[src/rtl/data_mem_arbiter.sv]
// Two-port arbiter sharing the single-ported data TCM between the core LSU (port 0)
// and a secondary master (port 1), with locked sequences and a lock timeout.
// Define ARB_FIXED_PRIO_EN for fixed port-0 priority instead of round-robin.
module data_mem_arbiter #(
  parameter int DATA_WIDTH = 32,
  parameter int ADDR_WIDTH = 32,
  parameter int LOCK_MAX   = 16
) (
  input  logic                  clk,
  input  logic                  rst_n,
  input  logic [1:0]            req_i,
  input  logic [1:0]            lock_i,
  input  logic [1:0]            we_i,
  input  logic [ADDR_WIDTH-1:0] addr0_i,
  input  logic [ADDR_WIDTH-1:0] addr1_i,
  input  logic [3:0]            be0_i,
  input  logic [3:0]            be1_i,
  input  logic [DATA_WIDTH-1:0] wdata0_i,
  input  logic [DATA_WIDTH-1:0] wdata1_i,
  output logic [1:0]            gnt_o,
  output logic [1:0]            rvalid_o,
  output logic [DATA_WIDTH-1:0] rdata_o,
  output logic                  lock_err_o,
  output logic                  mem_req_o,
  output logic                  mem_we_o,
  output logic [ADDR_WIDTH-1:0] mem_addr_o,
  output logic [3:0]            mem_be_o,
  output logic [DATA_WIDTH-1:0] mem_wdata_o,
  input  logic [DATA_WIDTH-1:0] mem_rdata_i
);

  localparam int CW = $clog2(LOCK_MAX + 1);
  localparam logic [CW-1:0] CNT_MAX = CW'(LOCK_MAX);
  localparam logic [CW-1:0] CNT_ONE = CW'(1);

  typedef enum logic [1:0] {
    IDLE  = 2'd0,
    LOCK0 = 2'd1,
    LOCK1 = 2'd2
  } state_e;

  state_e          state_q, state_d;
  logic [CW-1:0]   lock_cnt_q, lock_cnt_d;
  logic [1:0]      gnt_s;
  logic            lock_err_s;
  logic            tie_win_s;
  logic            own_s;
  logic            oth_s;
  logic            valid_q, valid_d;
  logic            idx_q, idx_d;
  logic            we_q, we_d;

`ifdef ARB_FIXED_PRIO_EN
  assign tie_win_s = 1'b0;
`else
  logic rr_q, rr_d;

  assign tie_win_s = rr_q;

  // Round-robin pointer: points away from whoever was served or released last
  always_comb begin
    rr_d = rr_q;
    if (state_q == IDLE) begin
      if (gnt_s != 2'b00) begin
        rr_d = ~gnt_s[1];
      end else begin
        rr_d = rr_q;
      end
    end else if (state_d != state_q) begin
      rr_d = ~own_s;
    end else begin
      rr_d = rr_q;
    end
  end

  // Round-robin pointer register
  always_ff @(posedge clk or negedge rst_n) begin
    if (!rst_n) begin
      rr_q <= 1'b0;
    end else begin
      rr_q <= rr_d;
    end
  end
`endif

  assign own_s = (state_q == LOCK1);
  assign oth_s = ~own_s;

  // Grant selection and lock state machine next-state logic
  always_comb begin
    gnt_s      = 2'b00;
    lock_err_s = 1'b0;
    state_d    = state_q;
    lock_cnt_d = lock_cnt_q;
    case (state_q)
      IDLE: begin
        if (req_i[0] && (!req_i[1] || !tie_win_s)) begin
          gnt_s = 2'b01;
        end else if (req_i[1]) begin
          gnt_s = 2'b10;
        end else begin
          gnt_s = 2'b00;
        end
        if (gnt_s[0] && lock_i[0]) begin
          state_d    = LOCK0;
          lock_cnt_d = CNT_ONE;
        end else if (gnt_s[1] && lock_i[1]) begin
          state_d    = LOCK1;
          lock_cnt_d = CNT_ONE;
        end else begin
          state_d    = IDLE;
          lock_cnt_d = '0;
        end
      end
      LOCK0, LOCK1: begin
        if (lock_i[own_s] && (lock_cnt_q == CNT_MAX)) begin
          // Forced release: the owner is skipped and the other port may take this slot
          lock_err_s = 1'b1;
          if (req_i[oth_s]) begin
            gnt_s[oth_s] = 1'b1;
            if (lock_i[oth_s]) begin
              state_d    = oth_s ? LOCK1 : LOCK0;
              lock_cnt_d = CNT_ONE;
            end else begin
              state_d    = IDLE;
              lock_cnt_d = '0;
            end
          end else begin
            state_d    = IDLE;
            lock_cnt_d = '0;
          end
        end else begin
          gnt_s[own_s] = req_i[own_s];
          if (!lock_i[own_s]) begin
            state_d    = IDLE;
            lock_cnt_d = '0;
          end else if (lock_cnt_q == CNT_MAX) begin
            state_d    = state_q;
            lock_cnt_d = lock_cnt_q;
          end else begin
            state_d    = state_q;
            lock_cnt_d = lock_cnt_q + CNT_ONE;
          end
        end
      end
      default: begin
        gnt_s      = 2'b00;
        state_d    = IDLE;
        lock_cnt_d = '0;
      end
    endcase
  end

  // Arbiter state and lock counter registers
  always_ff @(posedge clk or negedge rst_n) begin
    if (!rst_n) begin
      state_q    <= IDLE;
      lock_cnt_q <= '0;
    end else begin
      state_q    <= state_d;
      lock_cnt_q <= lock_cnt_d;
    end
  end

  // Grants are combinational, so they are held off explicitly while reset is asserted
  assign gnt_o      = gnt_s & {2{rst_n}};
  assign lock_err_o = lock_err_s & rst_n;
  assign mem_req_o  = |gnt_o;

  // TCM request mux, zeroed when nothing is granted
  always_comb begin
    mem_we_o    = 1'b0;
    mem_addr_o  = '0;
    mem_be_o    = 4'h0;
    mem_wdata_o = '0;
    if (gnt_o[0]) begin
      mem_we_o    = we_i[0];
      mem_addr_o  = addr0_i;
      mem_be_o    = be0_i;
      mem_wdata_o = wdata0_i;
    end else if (gnt_o[1]) begin
      mem_we_o    = we_i[1];
      mem_addr_o  = addr1_i;
      mem_be_o    = be1_i;
      mem_wdata_o = wdata1_i;
    end else begin
      mem_we_o    = 1'b0;
      mem_addr_o  = '0;
      mem_be_o    = 4'h0;
      mem_wdata_o = '0;
    end
  end

  assign valid_d = mem_req_o;
  assign idx_d   = gnt_o[1];
  assign we_d    = mem_we_o;

  // Response tracking: owner and direction of the access granted last cycle
  always_ff @(posedge clk or negedge rst_n) begin
    if (!rst_n) begin
      valid_q <= 1'b0;
      idx_q   <= 1'b0;
      we_q    <= 1'b0;
    end else begin
      valid_q <= valid_d;
      idx_q   <= idx_d;
      we_q    <= we_d;
    end
  end

  assign rvalid_o = valid_q ? (idx_q ? 2'b10 : 2'b01) : 2'b00;
  assign rdata_o  = (valid_q && !we_q) ? mem_rdata_i : '0;

endmodule

[config.mk]
export PLATFORM = sky130hd
export DESIGN_NAME = data_mem_arbiter
export DESIGN_NICKNAME = d
export VERILOG_FILES = /design/src/rtl/data_mem_arbiter.sv
export SDC_FILE = /design/constraint.sdc
export NUM_CORES = 1
export LEC_CHECK = 0
export ABC_AREA = 1
export ABC_CLOCK_PERIOD_IN_PS = 3000
export BUFFER_PORTS_ARGS = -buffer_cell sky130_fd_sc_hd__buf_2
export CORE_AREA = 8 8 103 105
export CTS_CLUSTER_DIAMETER = 100
export DETAILED_ROUTE_END_ITERATION = 10
export DIE_AREA = 0 0 111 113
export GPL_ROUTABILITY_DRIVEN = 1
export PLACE_DENSITY = 0.68
export RECOVER_POWER = 50
export SYNTH_ARGS = -nofsm -noshare
export SYNTH_HDL_FRONTEND = slang
export SYNTH_SLANG_ARGS = --single-unit
[constraint.sdc]
create_clock -name clk -period 3 [get_ports clk]
set_clock_uncertainty 0.15 [all_clocks]
set_input_delay 0.45 -clock clk [delete_from_list [all_inputs] [get_ports clk]]
set_output_delay 0.45 -clock clk [all_outputs]
set_load 0.05 [all_outputs]
== Word-level counts from Yosys, hierarchy flattened ==
Index checks and enable logic that the tools add are counted.

* $add $sub $neg: 1
* Order comparisons: 4
* Eq/ne operators: 6
* Multiplexer cells: 50
* Bitwise logic cells: 5
* Reductions and logical operators: 17

{| class="wikitable"
|+ Operators by type and width
! operator !! number
|-
| $mux 32 || 5
|-
| $mux 2 || 14
|-
| $mux 1 || 20
|-
| $mux 5 || 4
|-
| $pmux 5 s2 || 1
|-
| $mux 4 || 2
|-
| $pmux 2 s2 || 2
|-
| $logic_and 1x1->1 || 7
|-
| $add 5x1->5 const B || 1
|-
| $eq 5x5->1 const B || 1
|-
| $and 2x2->2 || 2
|-
| $lt 1x2->1 const B || 2
|-
| $ne 4x4->1 const B || 1
|-
| $reduce_bool 2->1 || 2
|-
| $reduce_or 2->1 || 2
|-
| $logic_not 1->1 || 3
|-
| $demux 1 s1 || 2
|-
| $eq 2x1->1 const B || 1
|-
| $eq 2x2->1 const B || 1
|-
| $ge 1x1->1 const B || 2
|-
| $logic_not 2->1 || 1
|-
| $ne 2x1->1 const B || 1
|-
| $ne 2x2->1 || 1
|-
| $not 1->1 || 2
|-
| 3 further kinds || 3
|}

* Flip-flop bits (word level): 11
* Output and inout port bits: 107

== Depth between registers and ports, before layout ==
Gate-level depths: netlist of run 1.

* Depth after elaboration: 12
* Gate-level depth with buffers: 17
* Gate-level depth less buffers: 17

== Worst setup path before layout of run 1 ==
No wires, ideal clock.

* Path kind: flip-flop to output port
* Start: register state_q[0]
* End: output mem_wdata_o[22]
* Arrival time: 2.282 ns
* Required time: 2.400 ns
* Path slack: 0.118 ns
* Cell stages (with the launch flop): 14
* Cells stage by stage: dfrtp_1 > inv_1 > ha_1 > inv_2 > nand2_2 > nand2_2 > nor2_4 > nand2_1 > o211ai_2 > nand3_1 > inv_2 > buf_6 > nand2_1 > nand2_1

{| class="wikitable"
|+ RTL lines
! item !! line !! RTL
|-
| from (decl) || 42 || <nowiki>state_e state_q, state_d;</nowiki>
|-
| from (signal assigned) || 160 || <nowiki>state_q <= state_d;</nowiki>
|-
| $eq 2x2->1 || 86, 95 ||
|-
| $not 1->1 || 87 || <nowiki>assign oth_s = ~own_s;</nowiki>
|-
| $lt 1x2->1 (implied by the code) / $ge 1x1->1 (equally long branches) || 120 || <nowiki>gnt_s[oth_s] = 1'b1;</nowiki>
|-
| $logic_and 1x1->1 (implied by the code) || 120 ||
|-
| $mux 1 (implied by the code) || 120 ||
|-
| $demux 1 s1 || 120 ||
|-
| $mux 2 || 119 || <nowiki>if (req_i[oth_s]) begin</nowiki>
|-
| $mux 2 || 116 || <nowiki>if (lock_i[own_s] && (lock_cnt_q == CNT_MAX)) begin</nowiki>
|-
| $pmux 2 s2 (*) || 95 || <nowiki>case (state_q)</nowiki>
|-
| $and 2x2->2 (*) || 166 || <nowiki>assign gnt_o = gnt_s & {2{rst_n}};</nowiki>
|-
| via gnt_o[0] || 20 || <nowiki>output logic [1:0] gnt_o,</nowiki>
|-
| $mux 32 (*) || 176 || <nowiki>if (gnt_o[0]) begin</nowiki>
|-
| to (decl) || 28 || <nowiki>output logic [DATA_WIDTH-1:0] mem_wdata_o,</nowiki>
|}

Mark *: on every way through the listed nets, which the timed path passes. The rest lies on a longest branch. The select of a mux whose other input is x is not followed.

== Worst setup path in the final report of run 1 ==
* Start: register state_q[0]
* End: output mem_wdata_o[10]

* Longest elaborated chain between the ends: 12

{| class="wikitable"
|+ RTL lines
! item !! line !! RTL
|-
| $eq 2x2->1 || 86, 95 ||
|-
| $not 1->1 || 87 ||
|-
| $lt 1x2->1 (implied by the code) / $ge 1x1->1 (equally long branches) || 120 ||
|-
| $logic_and 1x1->1 (implied by the code) || 120 ||
|-
| $mux 1 (implied by the code) || 120 ||
|-
| $demux 1 s1 || 120 ||
|-
| $mux 2 || 119 ||
|-
| $mux 2 || 116 ||
|-
| $pmux 2 s2 (*) || 95 ||
|-
| $and 2x2->2 (*) || 166 ||
|-
| $mux 32 || 181 || <nowiki>end else if (gnt_o[1]) begin</nowiki>
|-
| $mux 32 (*) || 176 ||
|}

Every way passes the cells marked *; elsewhere a longest branch is shown, timed or not. The select of a mux whose other input is x is not followed.

==> results of run 1 <==
==> registers in the layout (all words and copies together), names as in the netlist <==
signal	count
we_q	1
rr_q	1
lock_cnt_q	5
valid_q	1
state_q	2
idx_q	1
==> power breakdown <==
part           switching (uW)  internal [uW]
Combinational            1480            817
Sequential               16.5            174
Clock                    63.2           93.7
Total                    1560           1080
==> worst max-delay path, stage by stage, from the launching register on <==
cell,delay (ps)
dfrtp_1,380
inv_2,110
ha_4,160
inv_2,40
nand2_2,70
nand2_2,70
nor2_4,140
nor2_2,70
nand2_1,80
o211ai_2,100
buf_4,160
nor2_4,140
buf_12,170
clkbuf_16,160
nand2_1,60
nand2_1,80
buf_6,160
==> synthesized netlist by cell type (all sizes together) <==
library cell | n | area share, %
a21oi | 6 | 1.5
buf | 14 | 6.1
clkbuf | 4 | 0.74
clkinv | 1 | 0.19
dfrtp | 11 | 14
ha | 6 | 3.7
inv | 56 | 10
nand2 | 248 | 46
nand3 | 14 | 3.7
nand4 | 1 | 0.31
nor2 | 50 | 10
nor3 | 3 | 0.74
o211ai | 1 | 0.62
o21ai | 2 | 0.50
or2 | 1 | 0.31
xnor2 | 1 | 0.43
xor2 | 2 | 0.87
==> per-stage QoR <==
stage | total power, uW | instance area [sq um]
after floorplan | 1470 | 2020
after global placement | 1940 | 3570
after detailed placement | 1930 | 3570
after CTS | 2330 | 4060
after global routing | 2780 | 4900
final | 2640 | 4900
==> per-layer routing <==
layer  track usage (%)  vias to the layer above  share of wire (%)
li1                  -                     1828                  -
met1              17.9                     1571                 33
met2              32.5                      232                 52
met3              8.47                       31                 12
met4              3.51                        2                2.8
met5                 0                        -              0.094
==> repair_timing <==
item                       in CTS  in global routing
setup endpoints to repair      69                 70
pin swaps                       3                 43
buffers inserted                5                  5
cloned                          3                  7
hold buffers                    0                  0
gates resized for setup       114                196
==> layout make-up <==
type	count	area share [%]
Timing Repair Buffer	313	50.0
Multi-Input combinational cell	335	36.1
Sequential cell	11	5.64
Inverter	57	4.47
Tap cell	111	2.83
Clock buffer	4	0.919
Antenna cell	1	0.0510
==> final timing paths <==
path                                      start                    to  slack [ps]  cells after the start
min                                     we_i[1]        we_q$_DFF_PN0_         320                      3
max                        state_q[0]$_DFF_PN0_       mem_wdata_o[10]         0.4                     16
min reg2reg                    rr_q$_DFFE_PN0P_      rr_q$_DFFE_PN0P_         350                      2
min in group asynchronous                 rst_n  state_q[0]$_DFF_PN0_         390                      2
max reg2reg                state_q[0]$_DFF_PN0_        we_q$_DFF_PN0_         830                     14
max in group asynchronous                 rst_n  state_q[1]$_DFF_PN0_        1810                      2
==> logic make-up (layout without fill, tap and decap cells) <==
kind of cell             Yosys count  after routing  synth area share [%]
AND/OR/NAND/NOR                  317            317                  61.4
buffers and inverters             75            374                  17.4
flip-flops                        11             11                  13.6
AO/OA/AOI/OAI                      9              9                  2.60
adder cells (fa/ha/maj)            6              6                  3.71
XOR/XNOR                           3              3                  1.30
other                              0              1                     0
==> run_results.csv, run 1 <==
group,metric,value,unit
status,status,"finished, final reports clean",
timing,unrepaired_setup_endpoints_after_global_routing,"true",
clock_network,cts_sinks,11,
placement,place.gp.congestion,0.922,
placement,place.port_buffers,282,
yosys,netlist_instances,421,
placement,pre_cts_ws,114,ps
clock_network,clk_pin_slew,60,ps
worst_setup_path,cp-start-kind,"flop",
worst_setup_path,setup.worst_path.end_class,"output port",
final_layout,layout.core_utilization,54.6,%
floorplan,num_rows,35,
detailed_routing,drt-vias-per-instance,4.40,
detailed_routing,total_wire_length,13800,microns
clock_network,cts.root.buffer_cell,"clkbuf_8",
grt,grt_pass1_wl,18200,microns
clock_network,cts-buffers-inserted,3,
floorplan,core_area,8980,sq um
timing,clock_period_minus_final_worst_setup_slack,3000,ps
min_path,worst_hold_path_type,"input pin to flop",
final_layout,area.growth.synth_to_final,143,%
yosys,ys_ff_latch,11,
timing,setup_slack,0.411,ps
final_layout,final_layout_size_suffix_gt1_share,57.9,%
timing,maxSlewHeadroom,51.7,%
final_layout,ff_latch_area,277,sq um
grt,largest_net_degree_at_the_start_of_global_routing,33,
final_layout,fillerInstances,832,
floorplan,io_pins,283,
final_layout,final_cell_count_no_fill,832,
floorplan,floorplan.die.width,111,microns
detailed_routing,drt_drc_violations_left,0,
final_layout,multi_input_comb_area,1770,sq um
run,max-cap-violations,0,
detailed_routing,avg_wl_per_cell,16.6,microns
timing,tns,0,ps
yosys,yosys_warnings,0,
timing,timing.fmax,333,MHz
clock_network,htree_num_levels,1,
timing,worst_pin_slew,724,ps
timing,hold_viol_final,0,
worst_setup_path,crit_required,2400,ps
clock_network,clock_insertion_delay_worst_skew,250,ps
yosys,unique_masters_post_synth,23,
yosys,synth_area,2020,sq um
placement,dp_hpwl,9920,microns
floorplan,initial_utilization,22.5,%
detailed_routing,antenna_left,0,
worst_setup_path,criticalPathCategory,"flop to output port",
grt,grt_pass1_vias,3379,
power,power.density_cell_area,539,nW/um^2
clock_network,cts.path.max_buffers,2,
grt,global_route.usage.total,17.8,%
clock_network,cts_tree,"yes",
worst_setup_path,cp_data_arrival_time,2400,ps
final_layout,layout_commonest_cell,"buf_2",
timing,final-max-slew-violation-count,0,
power,p_leak,0.00303,uW
grt,antenna_found_initial,2,
floorplan,die_area,12500,sq um
detailed_routing,first_pass_iters,5,
detailed_routing,via_count,3664,
worst_setup_path,timing.critical_path.fanout_max,8,
final_layout,num-nets-final,903,
timing,whs,316,ps
yosys,synth.yosys.seq_area_share,13.6,%
placement,place_inst,807,
grt,grt_overflow_total,0,
yosys,syn-mean-instance-area,4.80,sq um
timing,setup_viol,0,
floorplan,die-height,113,microns
timing,ratio_of_final_minimum_period_to_clock_period,100,%
final_layout,mostFrequentLayoutCells,"210 x buf_2, 157 x nand2_1, 71 x nand2_2, 53 x inv_1, 47 x nor2_1",
yosys,synth_nets,603,
power,vdd_drop_max,278,uV
detailed_routing,initialDrtViolationCount,263,
Note: power is estimated with default switching activity, not from simulation.
==> run 2, diff against run 1 <==
--- a/config.mk
+++ b/config.mk
@@ -6,14 +6,14 @@
 export NUM_CORES = 1
 export LEC_CHECK = 0
 export ABC_AREA = 1
-export ABC_CLOCK_PERIOD_IN_PS = 3000
+export ABC_CLOCK_PERIOD_IN_PS = 3650
 export BUFFER_PORTS_ARGS = -buffer_cell sky130_fd_sc_hd__buf_2
-export CORE_AREA = 8 8 103 105
+export CORE_AREA = 8 8 104 106
 export CTS_CLUSTER_DIAMETER = 100
 export DETAILED_ROUTE_END_ITERATION = 10
-export DIE_AREA = 0 0 111 113
+export DIE_AREA = 0 0 112 114
 export GPL_ROUTABILITY_DRIVEN = 1
-export PLACE_DENSITY = 0.68
+export PLACE_DENSITY = 0.67
 export RECOVER_POWER = 50
 export SYNTH_ARGS = -nofsm -noshare
 export SYNTH_HDL_FRONTEND = slang
==> constraint.sdc (replaced) <==
create_clock -name clk -period 3.65 [get_ports clk]
set_clock_uncertainty 0.15 [all_clocks]
set_input_delay 0.5475 -clock clk [delete_from_list [all_inputs] [get_ports clk]]
set_output_delay 0.5475 -clock clk [all_outputs]
set_load 0.05 [all_outputs]
==> run_results.csv, run 2 (synthesis gave the netlist of run 1 again) <==
group,metric,value,unit
status,status,"finished, final reports clean",
final_layout,area.growth.synth_to_final,78.5,%
timing,ratio_of_final_minimum_period_to_clock_period,94.1,%
grt,antenna_found_initial,0,
final_layout,final_layout_size_suffix_gt1_share,42.9,%
final_layout,layout.core_utilization,39.6,%
floorplan,die-height,114,microns
detailed_routing,avg_wl_per_cell,13.9,microns
clock_network,postCtsSetupRepairBufs,0,
worst_setup_path,max_stage_delay,410,ps
floorplan,core_area,9110,sq um
worst_setup_path,cp-start-kind,"flop",
min_path,worst_hold_path_type,"input pin to async pin",
worst_setup_path,cp_data_arrival_time,2740,ps
placement,dp_hpwl,9800,microns
floorplan,initial_utilization,22.2,%
final_layout,num_antenna_cells,0,
detailed_routing,first_pass_iters,5,
detailed_routing,drt-vias-per-instance,4.18,
worst_setup_path,timing.critical_path.fanout_max,40,
final_layout,biggest_regs,"lock_cnt_q x5, state_q x2",
clock_network,cts_sinks,11,
final_layout,register_with_the_most_flip_flops,"lock_cnt_q",
timing,maxSlewHeadroom,59.2,%
worst_setup_path,crit_required,2950,ps
detailed_routing,via_count,3359,
timing,worst_pin_slew,614,ps
timing,hold_viol_final,0,
worst_setup_path,critPathMostFrequentCell,"nand2_1",
floorplan,die_area,12800,sq um
run,max-cap-violations,0,
clock_network,htree_num_levels,1,
power,p_leak,0.00261,uW
grt,global_route.usage.total,15.9,%
floorplan,floorplan.die.width,112,microns
worst_setup_path,worst_path_cell_chain,"inv_1 -> ha_1 -> inv_2 -> nand2_2 -> nand2_2 -> nor2_4 -> nand2_1 -> o211ai_4 -> nand3_2 -> clkinv_4 -> buf_12 -> nand2_1 -> nand2_1 -> buf_2",
grt,grt_pass1_vias,3213,
clock_network,cts_tree,"yes",
final_layout,final_cell_count_no_fill,804,
worst_setup_path,criticalPathCategory,"flop to output port",
final_layout,num-nets-final,876,
detailed_routing,drt_drc_violations_left,0,
grt,grt_overflow_total,0,
timing,timing.fmax,291,MHz
clock_network,clk_pin_slew,50,ps
worst_setup_path,critPathTopFamily,"buffers and inverters",
power,p_total,1700,uW
floorplan,io_pins,283,
grt,largest_net_degree_at_the_start_of_global_routing,41,
worst_setup_path,worstPathBufferInverterCount,5,
timing,setup_viol,0,
placement,pre_cts_ws,343,ps
clock_network,cts.path.max_buffers,2,
placement,place_inst,800,
timing,clock_period_minus_final_worst_setup_slack,3440,ps
grt,grt_pass1_wl,16600,microns
detailed_routing,initialDrtViolationCount,198,
power,vdd_drop_max,187,uV
clock_network,clock_insertion_delay_worst_skew,240,ps
worst_setup_path,critPathSlowestCell,"dfrtp_1",
clock_network,ctsHoldBuffers,0,
placement,place.port_buffers,282,
power,power.density_cell_area,470,nW/um^2
worst_setup_path,setup.worst_path.end_class,"output port",
clock_network,cts.root.buffer_cell,"clkbuf_8",
clock_network,cts-buffers-inserted,3,
detailed_routing,antenna_left,0,
clock_network,cts_repair_resize_count,0,
timing,setup_slack,214,ps
detailed_routing,total_wire_length,11200,microns
placement,place.gp.congestion,0.938,
final_layout,mostFrequentLayoutCells,"265 x buf_2, 246 x nand2_1, 54 x inv_1, 48 x nor2_1, 15 x clkbuf_4",
timing,final-max-slew-violation-count,0,
final_layout,layout_commonest_cell,"buf_2",
final_layout,largest_register_ffs,5,
floorplan,num_rows,35,
final_layout,fillerInstances,1040,
==> run 2: final timing paths <==
path | startpoint | end | slack, ps | cells past startpoint
setup / recovery | state_q[0]$_DFF_PN0_ | mem_addr_o[27] | 210 | 14
hold / removal | rst_n | lock_cnt_q[0]$_DFFE_PN0P_ | 50 | 1
setup reg to reg | state_q[0]$_DFF_PN0_ | we_q$_DFF_PN0_ | 1260 | 13
hold reg to reg | rr_q$_DFFE_PN0P_ | rr_q$_DFFE_PN0P_ | 320 | 2
max in group asynchronous | rst_n | lock_cnt_q[1]$_DFFE_PN0P_ | 3050 | 1
min in group clk | rr_q$_DFFE_PN0P_ | rr_q$_DFFE_PN0P_ | 320 | 2
==> run 2: metrics by stage <==
stage / TNS, ps / area [sq um] / hold slack, ps
floorplan: 0 / 2020 / 102
global placement: 0 / 3500 / 307
detailed placement: 0 / 3500 / 310
CTS: 0 / 3550 / 45.1
global route: -3.79 / 3610 / 64.6
finish: 0 / 3610 / 46.8
==> run 2: cell type report <==
type	instances	area (sq um)	area share (%)
well taps	111	139	3.85
repair buffers	286	1520	42.2
inverters	57	219	6.07
clock buffers	4	45.0	1.25
multi-input cells	335	1410	39.0
flip-flops and latches	11	275	7.63
==> run 2: worst register-to-register path, cell delays in order, from the launching register on <==
cell	delay (ps)
dfrtp_1	410
inv_1	130
ha_1	260
inv_2	90
nand2_2	90
nand2_2	70
nor2_4	140
nand2_1	130
o211ai_4	250
nand3_2	140
clkinv_4	160
buf_12	160
nand2_1	60
nand2_1	90
==> run 2: report_power, final <==
| group | leakage, uW | internal (uW) | total, uW | switching, uW |
|---|---|---|---|---|
| sequential | 0.000147 | 143 | 157 | 14.1 |
| clock | 0.0000228 | 76.9 | 126 | 48.8 |
| combinational | 0.00244 | 344 | 1410 | 1070 |
| total | 0.00261 | 564 | 1700 | 1130 |
==> run 2: layer usage <==
| layer | vias up | share of wire (%) | global-route usage [%] |
|---|---|---|---|
| met3 | 16 | 12 | 6.66 |
| met1 | 1379 | 38 | 16.8 |
| met2 | 196 | 49 | 29.1 |
| met5 | - | 0 | 0 |
| met4 | 0 | 1.5 | 3.33 |
| li1 | 1768 | - | - |
==> run 3, diff against run 2 <==
--- a/config.mk
+++ b/config.mk
@@ -5,15 +5,15 @@
 export SDC_FILE = /design/constraint.sdc
 export NUM_CORES = 1
 export LEC_CHECK = 0
-export ABC_AREA = 1
+export ABC_AREA = 0
 export ABC_CLOCK_PERIOD_IN_PS = 3650
 export BUFFER_PORTS_ARGS = -buffer_cell sky130_fd_sc_hd__buf_2
-export CORE_AREA = 8 8 104 106
+export CORE_AREA = 8 8 105 107
 export CTS_CLUSTER_DIAMETER = 100
 export DETAILED_ROUTE_END_ITERATION = 10
-export DIE_AREA = 0 0 112 114
+export DIE_AREA = 0 0 113 115
 export GPL_ROUTABILITY_DRIVEN = 1
-export PLACE_DENSITY = 0.67
+export PLACE_DENSITY = 0.63
 export RECOVER_POWER = 50
 export SYNTH_ARGS = -nofsm -noshare
 export SYNTH_HDL_FRONTEND = slang
==> constraint.sdc (replaced) <==
create_clock -name clk -period 3.65 [get_ports clk]
set_clock_uncertainty 0.15 [all_clocks]
set_input_delay 0.73 -clock clk [delete_from_list [all_inputs] [get_ports clk]]
set_output_delay 0.73 -clock clk [all_outputs]
set_load 0.05 [all_outputs]
==> run_results.csv, run 3 <==
group,metric,value,unit
status,status,"finished, final reports clean",
worst_setup_path,timing.critical_path.fanout_max,27,
floorplan,num_rows,36,
floorplan,die-height,115,microns
yosys,synth_nets,401,
final_layout,largest_register_ffs,5,
final_layout,register_with_the_most_flip_flops,"lock_cnt_q",
yosys,largest_area_contributor_in_the_synthesized_netlist,"a22o_1",
placement,dp_hpwl,11000,microns
worst_setup_path,crit_required,2770,ps
floorplan,die_area,13000,sq um
clock_network,cts_tree,"yes",
power,p_total,2000,uW
final_layout,num-nets-final,687,
timing,setup_slack,122,ps
timing,tns,0,ps
timing,worst_pin_slew,676,ps
power,p_leak,0.00209,uW
power,power.density_cell_area,541,nW/um^2
timing,maxSlewHeadroom,55.0,%
power,vdd_drop_max,251,uV
detailed_routing,total_wire_length,13000,microns
grt,global_route.usage.total,17.6,%
yosys,synth_area,1750,sq um
detailed_routing,first_pass_iters,4,
detailed_routing,avg_wl_per_cell,21.0,microns
detailed_routing,drt_drc_violations_left,0,
timing,timing.fmax,283,MHz
floorplan,floorplan.die.width,113,microns
grt,largest_net_degree_at_the_start_of_global_routing,40,
run,max-cap-violations,0,
worst_setup_path,cp_data_arrival_time,2650,ps
yosys,yosys_warnings,0,
worst_setup_path,destination_of_the_worst_register_to_register_timing_path,"rr_q$_DFFE_PN0P_",
final_layout,biggest_regs,"lock_cnt_q x5, state_q x2",
timing,clock_period_minus_final_worst_setup_slack,3530,ps
clock_network,ctsHoldBuffers,0,
min_path,worst_hold_path_type,"input pin to async pin",
final_layout,layout_commonest_cell,"buf_2",
yosys,synthTopCellsByCount,"69 x a22o_1, 33 x and2_1, 13 x clkbuf_1, 11 x dfrtp_1, 10 x nand2_1",
final_layout,mostFrequentLayoutCells,"250 x buf_2, 67 x a22o_1, 37 x buf_4, 33 x and2_1, 10 x dfrtp_1",
yosys,synthFlopType,"dfrtp_1",
clock_network,clk_pin_slew,50,ps
yosys,unique_masters_post_synth,40,
placement,place.gp.congestion,0.949,
clock_network,cts-buffers-inserted,3,
floorplan,initial_utilization,18.5,%
worst_setup_path,setup.worst_path.end_class,"output port",
worst_setup_path,reg2reg_from,"state_q[0]$_DFF_PN0_",
timing,final-max-slew-violation-count,0,
clock_network,clock_insertion_delay_worst_skew,230,ps
yosys,netlist_instances,219,
detailed_routing,via_count,3036,
clock_network,cts.path.max_buffers,2,
placement,pre_cts_ws,73.9,ps
detailed_routing,antenna_left,0,
timing,setup_viol,0,
grt,antenna_found_initial,14,
grt,grt_pass1_wl,17800,microns
yosys,postSynth.asyncResetShare,100,%
worst_setup_path,cp-start-kind,"flop",
yosys,ranking_of_synthesized_cells_by_area,"a22o_1 34%, dfrtp_1 16%, and2_1 12%, ha_1 4.3%, clkbuf_1 2.8%",
yosys,syn-mean-instance-area,8.01,sq um
final_layout,area.growth.synth_to_final,111,%
grt,grt_overflow_total,0,
yosys,post-synth-top-area-fraction,34.5,%
floorplan,io_pins,283,
placement,place.port_buffers,282,
yosys,synth-edff-count,0,
final_layout,fillerInstances,994,
yosys,ys_ff_latch,11,
worst_setup_path,worst-r2r-setup-slack,1100,ps
clock_network,cts.root.buffer_cell,"clkbuf_8",
detailed_routing,initialDrtViolationCount,156,
final_layout,final_layout_size_suffix_gt1_share,63.7,%
timing,ratio_of_final_minimum_period_to_clock_period,96.7,%
floorplan,core_area,9460,sq um
worst_setup_path,timing.reg2reg.worst_path_depth,9,
detailed_routing,drt-vias-per-instance,4.89,
yosys,synth.most_common_cell,"a22o_1",
timing,hold_viol_final,0,
yosys,synth.yosys.seq_area_share,15.7,%
clock_network,cts_sinks,11,
clock_network,htree_num_levels,1,
worst_setup_path,criticalPathCategory,"flop to output port",
grt,grt_pass1_vias,2990,
## run 3: what timing repair did
action                                 4_1_cts  5_1_grt
pin swaps                                    1        2
endpoints found under the hold margin        0        0
setup endpoints to repair                   69       69
gates cloned                                 1        0
setup buffers                                3        4
resized for setup                           28       26
## run 3: through the flow
step	std cells	hold WS [ps]	util, %	cell area, sq um
after floorplan	219	284	-	1760
after global placement	606	447	35.7	3380
after detailed placement	606	469	35.7	3380
after CTS	614	278	37.5	3550
after global routing	621	521	39.1	3700
final	621	456	39.1	3700
## run 3: cell families after synthesis
family	after synthesis	share of synthesized area, %
AO/OA/AOI/OAI	90	42.4
multiplexers	4	2.43
AND/OR/NAND/NOR	78	26.8
flip-flops	11	15.7
XOR/XNOR	3	1.50
buffers and inverters	27	6.85
adder cells (fa/ha/maj)	6	4.28
## run 3: worst max-delay path by stage
stage                            to            startpoint  cells after the start
finish               mem_addr_o[10]  state_q[1]$_DFF_PN0_                     11
CTS                  mem_addr_o[14]  state_q[0]$_DFF_PN0_                     10
global placement    mem_wdata_o[11]             lock_i[1]                      8
detailed placement   mem_addr_o[26]             lock_i[1]                      8
floorplan           mem_wdata_o[22]  state_q[0]$_DFF_PN0_                      8
global route        mem_wdata_o[12]  state_q[0]$_DFF_PN0_                     10
## run 3: worst max-delay path, stage by stage (launching register included)
cell and delay, ps:
dfrtp_2 410, inv_1 70, ha_2 420, nor2b_4 220, nand4_1 130, nand2_2 110
a31oi_4 50, nor3b_4 190, buf_4 140, bufbuf_16 310, a22o_1 150, buf_4 200
## run 3: cell type report
class,count,area (sq um),area share (%)
Clock buffer,4,45.0,1.22
Tap cell,114,143,3.86
Antenna cell,3,7.51,0.203
Inverter,6,22.5,0.609
Timing Repair Buffer,302,1740,47.1
Multi-Input combinational cell,181,1460,39.6
Sequential cell,11,277,7.48
## run 3: power by group
group          internal, uW  switching (uW)
clock network          76.7            45.3
logic                   554            1160
registers               144            20.5
## run 3: layer usage
metal | GRT usage [%] | wire (microns)
met5 | 0 | 141
met4 | 3.11 | 214
met3 | 12.2 | 2090
met2 | 28.0 | 5860
met1 | 19.0 | 4720
